===== config.mk =====
export PLATFORM = sky130hd
export DESIGN_NAME = pipe_stage_buf
export DESIGN_NICKNAME = d
export VERILOG_FILES = /design/src/rtl/pipe_stage_buf.sv
export SDC_FILE = /design/constraint.sdc
export NUM_CORES = 1
export LEC_CHECK = 0
export BUFFER_PORTS_ARGS = -buffer_cell sky130_fd_sc_hd__buf_2
export CORE_MARGIN = 2
export CORE_UTILIZATION = 53
export CTS_CLUSTER_SIZE = 30
export DETAILED_ROUTE_END_ITERATION = 10
export PLACE_DENSITY = 0.77
export SYNTH_ARGS = -nofsm -noshare
export SYNTH_HDL_FRONTEND = slang
export SYNTH_SLANG_ARGS = --single-unit

===== constraint.sdc =====
create_clock -name clock -period 2.3 [get_ports clock]
set_input_delay 0.345 -clock clock [delete_from_list [all_inputs] [get_ports clock]]
set_output_delay 0.345 -clock clock [all_outputs]
set_load 0.005 [all_outputs]

===== src/rtl/pipe_stage_buf.sv =====
// rtl/pipe_stage_buf.sv - elastic pipeline stage register with valid/ready handshake, flush and occupancy
// Small circular buffer between two CPU pipeline stages; empty slots present BUBBLE downstream.
module pipe_stage_buf #(
  parameter int               WIDTH  = 32,
  parameter int               DEPTH  = 2,
  parameter logic [WIDTH-1:0] BUBBLE = '0
) (
  input  logic                       clock,
  input  logic                       rst,
  input  logic                       flush,
  input  logic                       inValid,
  output logic                       inReady,
  input  logic [WIDTH-1:0]           inData,
  output logic                       outValid,
  input  logic                       outReady,
  output logic [WIDTH-1:0]           outData,
  output logic [$clog2(DEPTH+1)-1:0] occupancy
);

  localparam int OCC_W = $clog2(DEPTH + 1);
  localparam int PTR_W = (DEPTH > 1) ? $clog2(DEPTH) : 1;
  localparam logic [PTR_W-1:0] LAST_PTR  = PTR_W'(DEPTH - 1);
  localparam logic [OCC_W-1:0] FULL_OCC  = OCC_W'(DEPTH);

  logic [WIDTH-1:0] storage [DEPTH];
  logic [PTR_W-1:0] wrPtr;
  logic [PTR_W-1:0] rdPtr;
  logic [OCC_W-1:0] occCount;

  logic             push;
  logic             pop;
  logic [PTR_W-1:0] wrPtrNext;
  logic [PTR_W-1:0] rdPtrNext;
  logic [OCC_W-1:0] occNext;

  // Handshake flags depend only on registered occupancy, never on the other side's inputs.
  assign inReady   = (occCount < FULL_OCC);
  assign outValid  = (occCount != '0);
  assign occupancy = occCount;
  assign outData   = outValid ? storage[rdPtr] : BUBBLE;

  assign push = inValid & inReady;
  assign pop  = outValid & outReady;

  // Explicit wrap so non-power-of-two depths cycle correctly.
  always_comb begin
    wrPtrNext = wrPtr;
    rdPtrNext = rdPtr;
    if (push) begin
      wrPtrNext = (wrPtr == LAST_PTR) ? '0 : wrPtr + 1'b1;
    end
    if (pop) begin
      rdPtrNext = (rdPtr == LAST_PTR) ? '0 : rdPtr + 1'b1;
    end
  end

  always_comb begin
    occNext = occCount;
    case ({push, pop})
      2'b10:   occNext = occCount + 1'b1;
      2'b01:   occNext = occCount - 1'b1;
      default: occNext = occCount;
    endcase
  end

  always_ff @(posedge clock) begin
    if (rst) begin
      occCount <= '0;
      wrPtr    <= '0;
      rdPtr    <= '0;
      for (int i = 0; i < DEPTH; i++) begin
        storage[i] <= BUBBLE;
      end
    end else if (flush) begin
      // Stale storage is left in place; the empty rule hides it behind BUBBLE.
      occCount <= '0;
      wrPtr    <= '0;
      rdPtr    <= '0;
    end else begin
      if (push) begin
        storage[wrPtr] <= inData;
      end
      wrPtr    <= wrPtrNext;
      rdPtr    <= rdPtrNext;
      occCount <= occNext;
    end
  end

endmodule


# Yosys cells after proc, flatten, opt, wreduce, memory -nomap -nowiden
# Memory sizes are Yosys's and may differ from the RTL's. A register that Yosys moved wholly into a read port is not among the register bits.
# Index checks and enable logic that the tools add are counted.
# totals
ff_bits	4
ram_bits	64
inputBits	37
output_inout_bits	36
word_cells	32
mem_count	1
# op_classes
addsub	4
n_lt_le_gt_ge	1
eq_ne	2
mux	15
n_bitwise	2
n_reduce_logical	4
# mem_list
name	depth	width	rd	rd_ports_with_merged_regs	write_ports	line_no	source
storage	2	32	1	1	2	25	logic [WIDTH-1:0] storage [DEPTH];
# ops
cell	count
2-to-1 mux 32 bit	2
OR reduction 32 bit	1
2-to-1 mux 1 bit	12
one-hot mux 2 bit (2 select lines)	1
nonzero test 2 bit	2
adder 1 bit (second input constant)	2
adder 2 x 1 -> 2 bit (second input constant)	1
bitwise AND 1 bit	2
equality test 2 x 1 -> 1 bit (second input constant)	1
equality test 2 bit (second input constant)	1
less-than comparator 2 bit (second input constant)	1
OR reduction 2 bit	1
subtractor 2 x 1 -> 2 bit (second input constant)	1

# Depth between registers and ports, before layout
# logic_depth
depth_word	8
depth_mapped	6
ltp_nobuf	6

# Worst setup path after synthesis
# No wires, ideal clock.
# synth_timing
path_type	register -> register
from	register occCount[1] (netlist: occupancy[1])
to	memory storage[1][0] (enable)
setup_ns	0.388
arrival_time_ns	1.564
setup_slack_ns	0.348
path_stages_with_launch	4
n_path_buf	1
period_less_slack_ns	1.952
cell_sequence	dfxtp_1 > nor2b_1 > clkbuf_1 > a21o_1
# synth_lines
element	line_no	source
start, declared	28	logic [OCC_W-1:0] occCount;
start signal, assigned	85	occCount <= occNext;
end, declared	25	

==> impl_summary.md <==
Status
The flow ran to the end, and the final reports show no timing, DRC or antenna violations.

STA
The post-route minimum period is 2040 ps. For the pin with the worst max-slew slack, the measured transition is between 500 and 600 ps. The max-slew violation count is 0. Setup total negative slack on the finished layout was measured at 0 ps. Measured against its own limit, the worst slew margin works out to 63.0%.

Hold is met by 268 ps. The final hold violation count is 0. Setup repair after global routing left no endpoint under its margin. The share of the clock period used by the worst path is 88.9%. The upper clock frequency limit is about 0.49 GHz. The final setup violation count is 0. The worst path meets setup with 256 ps of slack. The clock arrives with 4.02 ps of skew.

Die
The number of placement rows is 27. The top-level I/O count is 73. The floorplan step defined a die boundary enclosing 0.00650 mm2. The height of the die is 80.6 um. In this run the standard cell core region covers 0.00557 mm2.

From left edge to right edge, the die measures 80.6 um. The starting density of the core is 55.8%.

Critical path
Traced cell by cell, the critical path runs through buf_12 -> mux2i_1 -> nor2_1 -> buf_2. The critical path's largest stage delay is approximately 690 ps. The launching element type of the critical path is a register. The sort of element at the end of the critical path is an output pin. The class of the most critical setup path is register to output pin. In this run the worst path has a maximum fanout of 17.

The worst register-to-register path has a setup slack of 500 ps. STA puts the critical path data required time at 1960 ps. The data arrival time of the critical path is 1700 ps.

The number of buffers and inverters on the critical path is 2. The slowest cell on the critical path is dfxtp_2. The family with the most delay on the worst path is flip-flops.

Finish
The number of fillers in the final layout is 447. In the layout the commonest cells are buf_2 (72), and3_1 (64), edfxtp_1 (64), mux2i_1 (32), nor2_1 (32). After the flow finishes, the layout carries non-filler instances totaling 391. After routing the design area is 0.00377 mm2. In the final layout, the multi-input gates occupy 997 um2. The ratio of cells with drive above 1 in the final layout is 31.0%. The signed area change from the synthesized netlist to the final layout is 21.4%.

The leading cell type in the layout, fill and taps excluded is buf_2. The number of antenna cells inserted is 0. In the final design database the tool counted ~350 nets. The sequential cells in the finished layout cover a total of between 0.002 and 0.0025 mm2.

Synthesis
Counting every instance in the synthesized netlist gives 242. The synthesized netlist contains 21 unique library cells. The sequential area share after synthesis is 65.0%. The average size of a mapped cell is 12.9 um2. The post-synthesis cell type with the largest combined area is edfxtp_1.

The portion of synthesized cell area occupied by the leading cell type is slightly above 60%. The post-synthesis instance area is 0.00311 mm2. Synthesis produced a netlist with a net count of 280. By area the synthesized netlist is led by edfxtp_1 (62%), and3_1 (13%), mux2i_1 (10%), nor2_1 (4.1%), dfxtp_1 (3.2%). The warning count from the yosys run is 0. The post-synthesis sequential element count is 69.

Global routing
The fraction of met1 tracks used by global routing is 19.9%. For this run, global-route usage on met2 was measured as 36.8%. The total congestion overflow after global routing is 0. In this run the most used layer during global routing was met2. The met3 usage in global routing is 3.82%.

The initial antenna violation count is 0. The via count of the first global-routing pass is a little over 2k. In the global route stage, overall resource usage came out at 19.8%.

The global-route wire length before repair is 9230 um. Entering global routing, the biggest net connects 37 pins.

Clock tree
After clock tree synthesis, the flow added hold-fix buffers numbering 0. The quantity of gates resized following cts is 0. The H-tree was split into 3 levels.

The number of buffers created by CTS is 9. CTS saw 69 sinks. The post-CTS setup buffer count is 0. The TritonCTS clock tree is done. Clock latency on the worst-skew pair, taken at its later pin, is 340 ps. In this run the deepest clock path goes through 2 buffers. The cell sitting at the root of the clock tree is a clkbuf_8. The clock transition at the registers of the reported paths is 70 ps.

Route
The total iterations of the first detailed-routing run is 4. Once detail routing completed, the nets flagged for antenna violations numbered 0. The number of vias in the routed layout is 2089. The number of remaining DRC errors is 0.

Dividing the detail-routed wire length by the instance count gives 15.2 um. The total wirelength of the detailed-routed design is slightly below 6000 um. The initial DRC count is 117. The average via count per standard cell is 5.34.

Flow run
The reported max-cap violation count is 0.

Power and ir drop
Summed over all cells, the static leakage comes to 1.74 nW. The worst-case IR drop observed on VDD is just under 0.0004 V. The total power divided by cell area is roughly 700 mW/mm2.

Placed design
The count of placed standard cells including taps is approximately 380. The post-DP HPWL is 4000 um. Routability-driven placement finished with a final weighted congestion of 0.735. The count of input and output buffers is 72. OpenSTA, run right after detailed placement, puts the worst setup slack at between 400 and 500 ps. The cell area reported after detailed placement is around 0.0036 mm2.

Hold path
The type of the most critical hold path is input port to register.
-- logic make-up after synthesis --
logic type | after synthesis | share of synthesized area [%]
multiplexers | 32 | 10.3
AO/OA/AOI/OAI | 5 | 1.05
adder cells (fa/ha/maj) | 1 | 0.402
buffers and inverters | 24 | 3.42
XOR/XNOR | 4 | 1.13
flip-flops | 69 | 65.0
AND/OR/NAND/NOR | 107 | 18.7
-- routing by layer --
| layer | part of all wire, % | routed length (um) | up-vias |
|---|---|---|---|
| met5 | 0 | 0 | - |
| met4 | 2.5 | 146 | 0 |
| met3 | 3.7 | 220 | 12 |
| met2 | 55 | 3260 | 52 |
| met1 | 39 | 2300 | 998 |
| li1 | - | - | 1027 |
-- metrics by stage --
stage | utilization, % | power (W)
floorplan | - | 0.00162
global route | 67.7 | 0.00272
finish | 67.7 | 0.00262
detailed placement | 64.5 | 0.00174
global placement | 64.5 | 0.00173
CTS | 67.7 | 0.00264
-- report_power, final --
group          internal, W  leakage, nW  switching, W  total, W
Sequential         0.00144        0.713     0.0000246   0.00147
Combinational     0.000106        0.944      0.000141  0.000247
Clock             0.000482       0.0868      0.000429  0.000911
-- cells in the mapped netlist --
| master | count |
|---|---|
| a211oi_1 | 1 |
| a21o_1 | 2 |
| and3_1 | 64 |
| buf_2 | 4 |
| buf_4 | 1 |
| clkbuf_1 | 10 |
| clkbuf_2 | 6 |
| dfxtp_1 | 5 |
| edfxtp_1 | 64 |
| ha_1 | 1 |
| inv_1 | 3 |
| mux2i_1 | 32 |
| nand2b_1 | 1 |
| nor2_1 | 34 |
| nor2b_1 | 2 |
| nor2b_2 | 1 |
| nor3_1 | 4 |
| o21ai_0 | 2 |
| or3_1 | 1 |
| xnor2_1 | 1 |
| xor2_1 | 3 |
-- registers in the layout, summed over array words and instances (netlist names), named ones only --
signal	count
occupancy	2
rdPtr	1
storage	64
wrPtr	1
-- final timing paths --
check | from | end | cells past startpoint
worst min register to register | rdPtr$_SDFFE_PP0P_ | rdPtr$_SDFFE_PP0P_ | 2
worst max register to register | occupancy[1]$_SDFFE_PP0P_ | occupancy[1]$_SDFFE_PP0P_ | 5
worst max-delay path | register | outData[0] | 4
worst min-delay path | flush | wrPtr$_SDFFE_PP0P_ | 2
-- cell type report --
cell class | instances | area share, %
tap | 72 | 2.39
clock inverter | 7 | 1.49
inverter | 3 | 0.298
timing repair buffer | 82 | 12.5
multi-input combinational | 149 | 26.4
clock buffer | 9 | 3.28
sequential | 69 | 53.6
Note: power is estimated with default switching activity, not from simulation.
